===== src/rtl/peak_decode.sv =====
// RV32I decode stage: combinational decoder feeding a one-deep output register plus a
// one-deep skid buffer, so fetch can stream one instruction per cycle under backpressure.
module peak_decode (
  input  logic        CLK,
  input  logic        RST,
  input  logic        FLUSH,
  input  logic        I_VALID,
  output logic        I_READY,
  input  logic [31:0] I_INST,
  input  logic [31:0] I_PC,
  output logic        O_VALID,
  input  logic        O_READY,
  output logic [31:0] O_PC,
  output logic [4:0]  RD_NUM,
  output logic [4:0]  RS1_NUM,
  output logic [4:0]  RS2_NUM,
  output logic [31:0] IMM,
  output logic [2:0]  FUNCT3,
  output logic        INST_IMM,
  output logic        INST_ADD,
  output logic        INST_SUB,
  output logic        INST_SHL,
  output logic        INST_SHR,
  output logic        INST_SHRA,
  output logic        INST_XOR,
  output logic        INST_OR,
  output logic        INST_AND,
  output logic        INST_BR,
  output logic        INST_LTS,
  output logic        INST_LTU,
  output logic        INST_EQ,
  output logic        INST_BR_NOT,
  output logic        INST_JAL,
  output logic        INST_JALR,
  output logic        INST_LUI,
  output logic        INST_AUIPC,
  output logic        INST_LOAD,
  output logic        INST_STORE,
  output logic        ILLEGAL
);

  typedef struct packed {
    logic [31:0] pc;
    logic [4:0]  rd;
    logic [4:0]  rs1;
    logic [4:0]  rs2;
    logic [31:0] imm;
    logic [2:0]  funct3;
    logic        is_imm;
    logic        is_add;
    logic        is_sub;
    logic        is_shl;
    logic        is_shr;
    logic        is_shra;
    logic        is_xor;
    logic        is_or;
    logic        is_and;
    logic        is_br;
    logic        is_lts;
    logic        is_ltu;
    logic        is_eq;
    logic        is_br_not;
    logic        is_jal;
    logic        is_jalr;
    logic        is_lui;
    logic        is_auipc;
    logic        is_load;
    logic        is_store;
    logic        illegal;
  } dec_t;

  typedef enum logic [1:0] {StEmpty, StOne, StTwo} state_e;

  state_e      state_q, state_d;
  dec_t        out_q, out_d;
  dec_t        skid_q, skid_d;
  dec_t        dec;
  logic        ready_q, ready_d;
  logic        accept, out_fire;

  logic [6:0]  opcode;
  logic [2:0]  f3;
  logic [6:0]  f7;
  logic [31:0] imm_i, imm_s, imm_b, imm_j, imm_u, imm_sh;
  logic        ill;

  assign opcode = I_INST[6:0];
  assign f3     = I_INST[14:12];
  assign f7     = I_INST[31:25];
  assign imm_i  = {{20{I_INST[31]}}, I_INST[31:20]};
  assign imm_s  = {{20{I_INST[31]}}, I_INST[31:25], I_INST[11:7]};
  assign imm_b  = {{19{I_INST[31]}}, I_INST[31], I_INST[7], I_INST[30:25], I_INST[11:8], 1'b0};
  assign imm_j  = {{11{I_INST[31]}}, I_INST[31], I_INST[19:12], I_INST[20], I_INST[30:21],
                   1'b0};
  assign imm_u  = {I_INST[31:12], 12'd0};
  assign imm_sh = {27'd0, I_INST[24:20]};

  always_comb begin
    dec        = '0;
    ill        = 1'b0;
    dec.pc     = I_PC;
    dec.rd     = I_INST[11:7];
    dec.rs1    = I_INST[19:15];
    dec.rs2    = I_INST[24:20];
    dec.funct3 = f3;
    if (I_INST[1:0] != 2'b11) begin
      ill = 1'b1;
    end else begin
      case (opcode)
        7'b0010011: begin
          dec.is_imm = 1'b1;
          dec.imm    = imm_i;
          case (f3)
            3'b000: dec.is_add = 1'b1;
            3'b010: dec.is_lts = 1'b1;
            3'b011: dec.is_ltu = 1'b1;
            3'b100: dec.is_xor = 1'b1;
            3'b110: dec.is_or  = 1'b1;
            3'b111: dec.is_and = 1'b1;
            3'b001: begin
              dec.imm = imm_sh;
              if (f7 == 7'b0000000) dec.is_shl = 1'b1;
              else                  ill        = 1'b1;
            end
            default: begin
              dec.imm = imm_sh;
              if (f7 == 7'b0000000)      dec.is_shr  = 1'b1;
              else if (f7 == 7'b0100000) dec.is_shra = 1'b1;
              else                       ill         = 1'b1;
            end
          endcase
        end
        7'b0110011: begin
          if (f7 == 7'b0000000) begin
            case (f3)
              3'b000:  dec.is_add = 1'b1;
              3'b001:  dec.is_shl = 1'b1;
              3'b010:  dec.is_lts = 1'b1;
              3'b011:  dec.is_ltu = 1'b1;
              3'b100:  dec.is_xor = 1'b1;
              3'b101:  dec.is_shr = 1'b1;
              3'b110:  dec.is_or  = 1'b1;
              default: dec.is_and = 1'b1;
            endcase
          end else if (f7 == 7'b0100000) begin
            case (f3)
              3'b000:  dec.is_sub  = 1'b1;
              3'b101:  dec.is_shra = 1'b1;
              default: ill         = 1'b1;
            endcase
          end else begin
            ill = 1'b1;
          end
        end
        7'b1100011: begin
          dec.is_br = 1'b1;
          dec.imm   = imm_b;
          case (f3)
            3'b000: dec.is_eq = 1'b1;
            3'b001: begin dec.is_eq  = 1'b1; dec.is_br_not = 1'b1; end
            3'b100: dec.is_lts = 1'b1;
            3'b101: begin dec.is_lts = 1'b1; dec.is_br_not = 1'b1; end
            3'b110: dec.is_ltu = 1'b1;
            3'b111: begin dec.is_ltu = 1'b1; dec.is_br_not = 1'b1; end
            default: ill = 1'b1;
          endcase
        end
        7'b1101111: begin
          dec.is_jal = 1'b1;
          dec.is_imm = 1'b1;
          dec.imm    = imm_j;
        end
        7'b1100111: begin
          dec.is_jalr = 1'b1;
          dec.is_imm  = 1'b1;
          dec.imm     = imm_i;
          if (f3 != 3'b000) ill = 1'b1;
        end
        7'b0110111: begin
          dec.is_lui = 1'b1;
          dec.imm    = imm_u;
        end
        7'b0010111: begin
          dec.is_auipc = 1'b1;
          dec.imm      = imm_u;
        end
        7'b0000011: begin
          dec.is_load = 1'b1;
          dec.is_imm  = 1'b1;
          dec.imm     = imm_i;
        end
        7'b0100011: begin
          dec.is_store = 1'b1;
          dec.is_imm   = 1'b1;
          dec.imm      = imm_s;
        end
        default: ill = 1'b1;
      endcase
    end
    // Illegal encodings keep only the pass-through fields; all strobes and IMM clear.
    if (ill) begin
      dec         = '0;
      dec.pc      = I_PC;
      dec.rd      = I_INST[11:7];
      dec.rs1     = I_INST[19:15];
      dec.rs2     = I_INST[24:20];
      dec.funct3  = f3;
      dec.illegal = 1'b1;
    end
  end

  assign accept   = I_VALID & ready_q;
  assign out_fire = (state_q != StEmpty) & O_READY;

  always_comb begin
    state_d = state_q;
    out_d   = out_q;
    skid_d  = skid_q;
    case (state_q)
      StEmpty: begin
        if (accept) begin
          state_d = StOne;
          out_d   = dec;
        end
      end
      StOne: begin
        if (accept && !out_fire) begin
          state_d = StTwo;
          skid_d  = dec;
        end else if (accept && out_fire) begin
          out_d = dec;
        end else if (out_fire) begin
          state_d = StEmpty;
        end
      end
      StTwo: begin
        if (out_fire) begin
          state_d = StOne;
          out_d   = skid_q;
        end
      end
      default: state_d = StEmpty;
    endcase
    if (FLUSH) state_d = StEmpty;
    ready_d = (state_d != StTwo);
  end

  always_ff @(posedge CLK or posedge RST) begin
    if (RST) begin
      state_q <= StEmpty;
      out_q   <= '0;
      skid_q  <= '0;
      ready_q <= 1'b1;
    end else begin
      state_q <= state_d;
      out_q   <= out_d;
      skid_q  <= skid_d;
      ready_q <= ready_d;
    end
  end

  assign I_READY     = ready_q;
  assign O_VALID     = (state_q != StEmpty);
  assign O_PC        = out_q.pc;
  assign RD_NUM      = out_q.rd;
  assign RS1_NUM     = out_q.rs1;
  assign RS2_NUM     = out_q.rs2;
  assign IMM         = out_q.imm;
  assign FUNCT3      = out_q.funct3;
  assign INST_IMM    = out_q.is_imm;
  assign INST_ADD    = out_q.is_add;
  assign INST_SUB    = out_q.is_sub;
  assign INST_SHL    = out_q.is_shl;
  assign INST_SHR    = out_q.is_shr;
  assign INST_SHRA   = out_q.is_shra;
  assign INST_XOR    = out_q.is_xor;
  assign INST_OR     = out_q.is_or;
  assign INST_AND    = out_q.is_and;
  assign INST_BR     = out_q.is_br;
  assign INST_LTS    = out_q.is_lts;
  assign INST_LTU    = out_q.is_ltu;
  assign INST_EQ     = out_q.is_eq;
  assign INST_BR_NOT = out_q.is_br_not;
  assign INST_JAL    = out_q.is_jal;
  assign INST_JALR   = out_q.is_jalr;
  assign INST_LUI    = out_q.is_lui;
  assign INST_AUIPC  = out_q.is_auipc;
  assign INST_LOAD   = out_q.is_load;
  assign INST_STORE  = out_q.is_store;
  assign ILLEGAL     = out_q.illegal;

endmodule


===== config.mk =====
export PLATFORM = sky130hd
export DESIGN_NAME = peak_decode
export DESIGN_NICKNAME = d
export VERILOG_FILES = /design/src/rtl/peak_decode.sv
export SDC_FILE = /design/constraint.sdc
export NUM_CORES = 1
export LEC_CHECK = 0
export CAP_MARGIN = 30
export CORE_MARGIN = 2
export CORE_UTILIZATION = 42
export CTS_BUF_LIST = sky130_fd_sc_hd__clkbuf_8
export CTS_CLUSTER_SIZE = 20
export DETAILED_ROUTE_END_ITERATION = 10
export GPL_TIMING_DRIVEN = 1
export HOLD_SLACK_MARGIN = 0.15
export PLACE_DENSITY = 0.63
export SYNTH_ARGS = -nofsm -noshare
export SYNTH_HDL_FRONTEND = slang
export SYNTH_SLANG_ARGS = --single-unit

===== constraint.sdc =====
create_clock -name CLK -period 7.2 [get_ports CLK]
set_clock_uncertainty 0.15 [all_clocks]
set_input_delay 0.72 -clock CLK [delete_from_list [all_inputs] [get_ports CLK]]
set_output_delay 0.72 -clock CLK [all_outputs]
set_load 0.05 [all_outputs]

==> results of run 1 <==
-- final cells by class --
type | count | area [um2] | share of cell area
clock inverter | 15 | 62.6 | 0.00520
clock buffer | 46 | 633 | 0.0526
timing repair buffer | 185 | 1840 | 0.153
tap | 280 | 350 | 0.0291
sequential | 209 | 5230 | 0.435
inverter | 13 | 56.3 | 0.00468
multi-input combinational | 735 | 3860 | 0.321
-- cells in the final DEF (no fill, tap or decap), drive strengths merged, types with 12 or more instances in the layout --
| cell | instances |
|---|---|
| and3 | 32 |
| nor2 | 87 |
| a22o | 29 |
| o21ai | 45 |
| nand2 | 327 |
| buf | 12 |
| clkdlybuf4s50 | 173 |
| inv | 25 |
| a31oi | 59 |
| clkbuf | 46 |
| dfrtp | 208 |
| a221o | 29 |
| nand3 | 23 |
| a21oi | 19 |
-- power breakdown --
part / internal, mW / switching (mW) / leakage, nW
logic: 0.233 / 0.473 / 2.47
registers: 1.32 / 0.0800 / 2.66
clock network: 0.570 / 0.474 / 0.403
-- routing by layer --
layer	track usage	share of wire
met1	0.325	0.45
met2	0.351	0.47
met3	0.0417	0.065
met4	0.0610	0.013
met5	0	0
-- kinds of logic (layout without fill, tap and decap cells) --
kind of cell | count (synthesis) | count (layout) | share of synthesized area
and+or+nand+nor | 521 | 521 | 0.238
AOI/OAI and AO/OA | 212 | 212 | 0.164
DFF | 209 | 209 | 0.555
buffers and inverters | 91 | 259 | 0.0415
muxes | 2 | 2 | 0.00225
-- worst max path at each step --
stage | startpoint | endpoint | slack [ns]
2_1_floorplan | RST | FUNCT3[0] | 0.62
3_3_place_gp | I_INST[5] | IMM[18] | 3.43
3_5_place_dp | I_INST[3] | IMM[15] | 3.52
4_1_cts | I_INST[3] | IMM[13] | 4.06
5_1_grt | I_INST[3] | IMM[17] | 3.75
6_report | I_INST[3] | IMM[13] | 3.88
-- Yosys cell counts, drive strengths merged, types with 11 or more instances --
| cell type | number | area [um2] |
|---|---|---|
| a21oi | 19 | 95.1 |
| clkbuf | 57 | 215 |
| a22o | 29 | 254 |
| dfrtp | 208 | 5200 |
| and3 | 32 | 200 |
| nor3 | 11 | 60.1 |
| a221o | 29 | 290 |
| a31oi | 59 | 369 |
| nand3 | 23 | 115 |
| inv | 13 | 48.8 |
| nand2 | 327 | 1230 |
| buf | 21 | 128 |
| o21ai | 45 | 225 |
| nor2 | 87 | 329 |
-- worst min-delay path, stage by stage, from the launching register on --
cell and delay, ns:
dfrtp_1 0.34, nand2_1 0.05, nand2_1 0.05
-- metrics by stage --
stage / util / cells / instance area (um2) / worst slack, ns / hold slack, ns
5_1_grt: 0.548 / 1483 / 12000 / 3.75 / 0.336
2_1_floorplan: - / 1035 / 9430 / 0.622 / 0.289
3_3_place_gp: 0.515 / 1420 / 11300 / 3.43 / 0.304
3_5_place_dp: 0.517 / 1422 / 11300 / 3.52 / 0.310
6_report: 0.548 / 1483 / 12000 / 3.88 / 0.320
4_1_cts: 0.548 / 1483 / 12000 / 4.06 / 0.323
-- flip-flops by register name, indices dropped and copies added, names as in the netlist, 2 cells and up --
name	flops
RS1_NUM	5
RS2_NUM	5
state_q	2
skid_q	103
RD_NUM	5
IMM	32
FUNCT3	3
O_PC	32
==> reports/results.txt, run 1 <==
Status = finished, final reports clean
Worst r2r path cells = 7
Die Width = 154 um
Fin. Hold Viols = 0
Post-CTS setup buffer count = 0
CTS Buffer Depth = 3
WP depth = 6
Row cnt = 54
R2r startpoint = state_q[1]
Area of the core = 22,000 um2
Number of vias per cell = 5.46
Crit share post-route = 0.462
Worst vdd ir = 125 uV
Routed WL = 26,800 um
EDFF count, synth = 0
Reg clk slew, reported paths = 0.06 ns
Worst-Margin Slew = 1.08 ns
Tot Pwr = 3.15 mW
Synthesized flop and latch total = 209
Detailed Place HPWL = 16,900 um
Initial antenna violation count = 0
Sequential fraction of the synthesis area = 0.555
WP buf/inv = 1
Slew HR = 0.270
Net total in the final layout = 1,250
Hold endpoint = skid_q[16]
Total Die Area = 23,700 um2
Via count = 8,099
DR WL/cell = 18.0 um
Clk_lat worst skew = 0.53 ns
Async SR Flop Fraction = 1.00
GRT Util Overall = 0.225
RSZ-0062 raised after global routing = no
Cells after Synth = 1,035
Layout area overhead = 27.6%
Family with the most delay on the worst path = compound AO/OA/AOI/OAI gates
Dominant synthesized flop cell = dfrtp_1
I/O pins = 174
Critical path required time = 7.45 ns
Worst Hold Path Cells = 2
Max Cap Viol = 0
R2R setup slack = 4.34 ns
Filler instances = 2,004
Fin crit period = 3.32 ns
Initial DRT Pass Iterations = 5
Global-route wire length before repair = 43,100 um
YS warnings = 0
Synthesized area = 9430 um2
CTS tree = yes
Routed Antenna Nets = 0
Worst path max stage delay = 0.89 ns
Worst Hold Launch = skid_q[16]
Setup CP Type = in2reg
Achievable Freq = 301 MHz
Largest net degree at the start of global routing = 81
Setup Total Neg Slack = 0 ns
FF-to-FF End = skid_q[52]
Critical Path Fanout Max = 14
TritonCTS Buffers = 37
Most used cell, CP = o21ai_0
Global placer's final weighted congestion = 0.924
Final setup vio count = 0
Share of layout cells above drive strength 1 = 0.0682
CP startpoint kind = primary input
DR DRC count = 0
Hold Crit Class = reg2reg
Post-CTS Hold Buffers = 0
PwrDens = 262 nW/um2
Syn Area/Cell = 9.12 um2
Gr ovfl total = 0
Crit path capture type = register
Static Leak = 5.53 nW
Slew Limit Fails = 0
Post-synth net total = 1,104
Crit-path cells = clkdlybuf4s50_1 -> nand4bb_1 -> nor4_2 -> o21ai_0 -> o21ai_0 -> a221o_1
Port Buffer Count = 173
Critical path's slowest cell = o21ai_0
Vias in the first global route = 7,842
H-tree Lvls = 2
Arrival @ worst endpoint = 3.58 ns
Initial DRC Count = 671
Yosys cell types = 60
Post-CTS Resized = 0
CTS root buf = clkbuf_8
Clock net sink count = 209
Die extent in y = 154 um
# diodes = 0
Initial Util = 0.430
No activity file was read; power rests on OpenSTA's default activity.
==> inputs of run 2 (changes only) <==
clock period = 3.25 ns   (was 7.2 ns; I/O delays follow)
==> run 2 against run 1 <==
Hold slack worse by 0.10 ns. Routed wire length rose by 2.8%. Final area grew 3.2%. Clock-buffer cell count decreased by 2. Critical path depth shrank 4. Via count grew 1.2%. Setup slack worse by 3.2 ns. First-iteration DRC count shrank 4.9%. Combinational power rose by 130%. Sequential power increased by 120%. Register-to-register slack got worse by 3.6 ns. Critical endpoint is now O_VALID.
==> reports/results.txt, run 2 (synthesis gave the netlist of run 1 again) <==
Storage element area = 5230 um2
CTS root buf = clkbuf_8
Psw = 2.30 mW
Seq pwr share = 0.437
Fin. Hold Viols = 0
Reg with most FFs = skid_q
Grt met3 use = 0.0411
Routed WL = 27,500 um
Hold endpoint = skid_q[102]
Largest net degree at the start of global routing = 78
Grt met2 use = 0.367
Critical path required time = 2.77 ns
Arrival @ worst endpoint = 2.09 ns
Static Leak = 5.75 nW
CTS tree = yes
Status = finished, final reports clean
Initial DRC Count = 638
Fin area = 12,400 um2
Worst Hold Path Cells = 3
PwrDens = 571 nW/um2
Final core utilization = 0.566
Detailed Place HPWL = 18,100 um
TritonCTS Buffers = 38
Commonest non-fill, non-tap cells in the layout = 325 x nand2_1, 208 x dfrtp_1, 173 x clkdlybuf4s50_1
Global placer's final weighted congestion = 0.892
Global-route wire length before repair = 44,000 um
CP startpoint kind = register
Area of the core = 22,000 um2
Max Cap Viol = 0
Gr ovfl total = 0
Clock share of power = 0.334
Reg clk slew, reported paths = 0.06 ns
Filler instances = 1,986
Total Die Area = 23,700 um2
Row cnt = 54
Die Width = 154 um
Setup CP Type = reg2out
Worst-Margin Slew = 0.815 ns
Internal Power = 4.79 mW
Share of layout cells above drive strength 1 = 0.0936
H-tree Lvls = 2
Max FFs per register = 103
Crit path capture type = primary output
Critical Path Fanout Max = 10
Fin crit period = 2.56 ns
Hold Crit Class = in2reg
Setup Total Neg Slack = 0 ns
Setup slack after layout = 0.689 ns
Initial antenna violation count = 0
Vias in the first global route = 7,979
DR WL/cell = 18.1 um
Commonest non-fill, non-tap cell in the layout = nand2_1
Worst Hold Launch = I_PC[31]
FF-to-FF End = IMM[13]
Routed Antenna Nets = 0
Die extent in y = 154 um
Slew Limit Fails = 0
Initial Util = 0.430
# diodes = 0
Switch share = 0.325
Clock net sink count = 209
M1 GR Usage = 0.333
Layout area overhead = 31.7%
Achievable Freq = 390 MHz
Crit share post-route = 0.788
Number of vias per cell = 5.40
Post-CTS Resized = 0
R2R setup slack = 0.77 ns
CTS Buffer Depth = 3
Clk_lat worst skew = 0.52 ns
Area after DPL = 11,700 um2
Final setup vio count = 0
DR DRC count = 0
Area of the multi-input gates = 3860 um2
RSZ-0062 raised after global routing = no
Worst vdd ir = 344 uV
Gr busiest metal = met2
GRT Util Overall = 0.233
Pre-CTS setup slack = 0.206 ns
R2r startpoint = state_q[1]
Slew HR = 0.455
Worst r2r path cells = 6
Initial DRT Pass Iterations = 5
Port Buffer Count = 173
Via count = 8,200
Net total in the final layout = 1,286
Combinational share of power = 0.229
I/O pins = 174
[run 2: changes by cell type in the layout (fill, tap and decap cells not counted)]
| cell | before | now |
|---|---|---|
| dlygate4sd3_1 | 0 | 1 |
| clkbuf_8 | 46 | 44 |
| inv_8 | 1 | 0 |
| buf_4 | 10 | 35 |
| inv_1 | 24 | 25 |
| bufinv_16 | 0 | 1 |
| clkinvlp_4 | 1 | 3 |
| buf_12 | 1 | 10 |
[run 2: critical path, stage by stage, from the launching register on]
cell,delay [ns]
dfrtp_1,0.51
or2_2,0.35
clkdlybuf4s50_1,0.70
[run 2: what timing repair did]
action                    4_1_cts  5_1_grt
setup buffers                   0        0
hold endpoints to repair        2        0
hold buffers                    1        0
[run 2: metal layers]
layer,vias to the layer above,wire length [um],part of all wire
li1,3932,-,-
met2,244,12800,0.46
met3,38,1440,0.052
met1,3986,12800,0.46
met4,0,510,0.019
met5,-,0,0
[run 2: worst max path at each step]
stage / start / end / slack [ns] / depth (start not counted)
after floorplan: RST / FUNCT3[0] / 0.06 / 1
after global placement: I_INST[14] / IMM[3] / 0.15 / 6
after detailed placement: I_INST[3] / IMM[10] / 0.21 / 7
after CTS: state_q[1] / O_VALID / 0.66 / 2
after global routing: I_INST[3] / IMM[10] / 0.55 / 7
final: state_q[1] / O_VALID / 0.69 / 2
[run 2: layout make-up]
type / count / area share
Clock inverter: 18 / 0.00836
Clock buffer: 44 / 0.0487
Sequential cell: 209 / 0.421
Tap cell: 280 / 0.0282
Multi-Input combinational cell: 735 / 0.311
Inverter: 13 / 0.00423
Timing Repair Buffer: 220 / 0.179
[run 2: metrics by stage]
stage | std cells | hold WS (ns) | total power, mW
2_1_floorplan | 1035 | 0.241 | 4.13
3_5_place_dp | 1456 | 0.310 | 4.78
5_1_grt | 1519 | 0.203 | 7.46
4_1_cts | 1519 | 0.184 | 7.18
6_report | 1519 | 0.216 | 7.09
3_3_place_gp | 1455 | 0.302 | 4.75
[run 2: power groups by stage]
stage | Clock, mW | Combinational [mW] | Sequential [mW]
2_1_floorplan | 0 | 0.502 | 3.63
3_3_place_gp | 0 | 1.62 | 3.13
3_5_place_dp | 0 | 1.63 | 3.15
4_1_cts | 2.44 | 1.64 | 3.10
5_1_grt | 2.56 | 1.75 | 3.14
6_report | 2.37 | 1.62 | 3.10
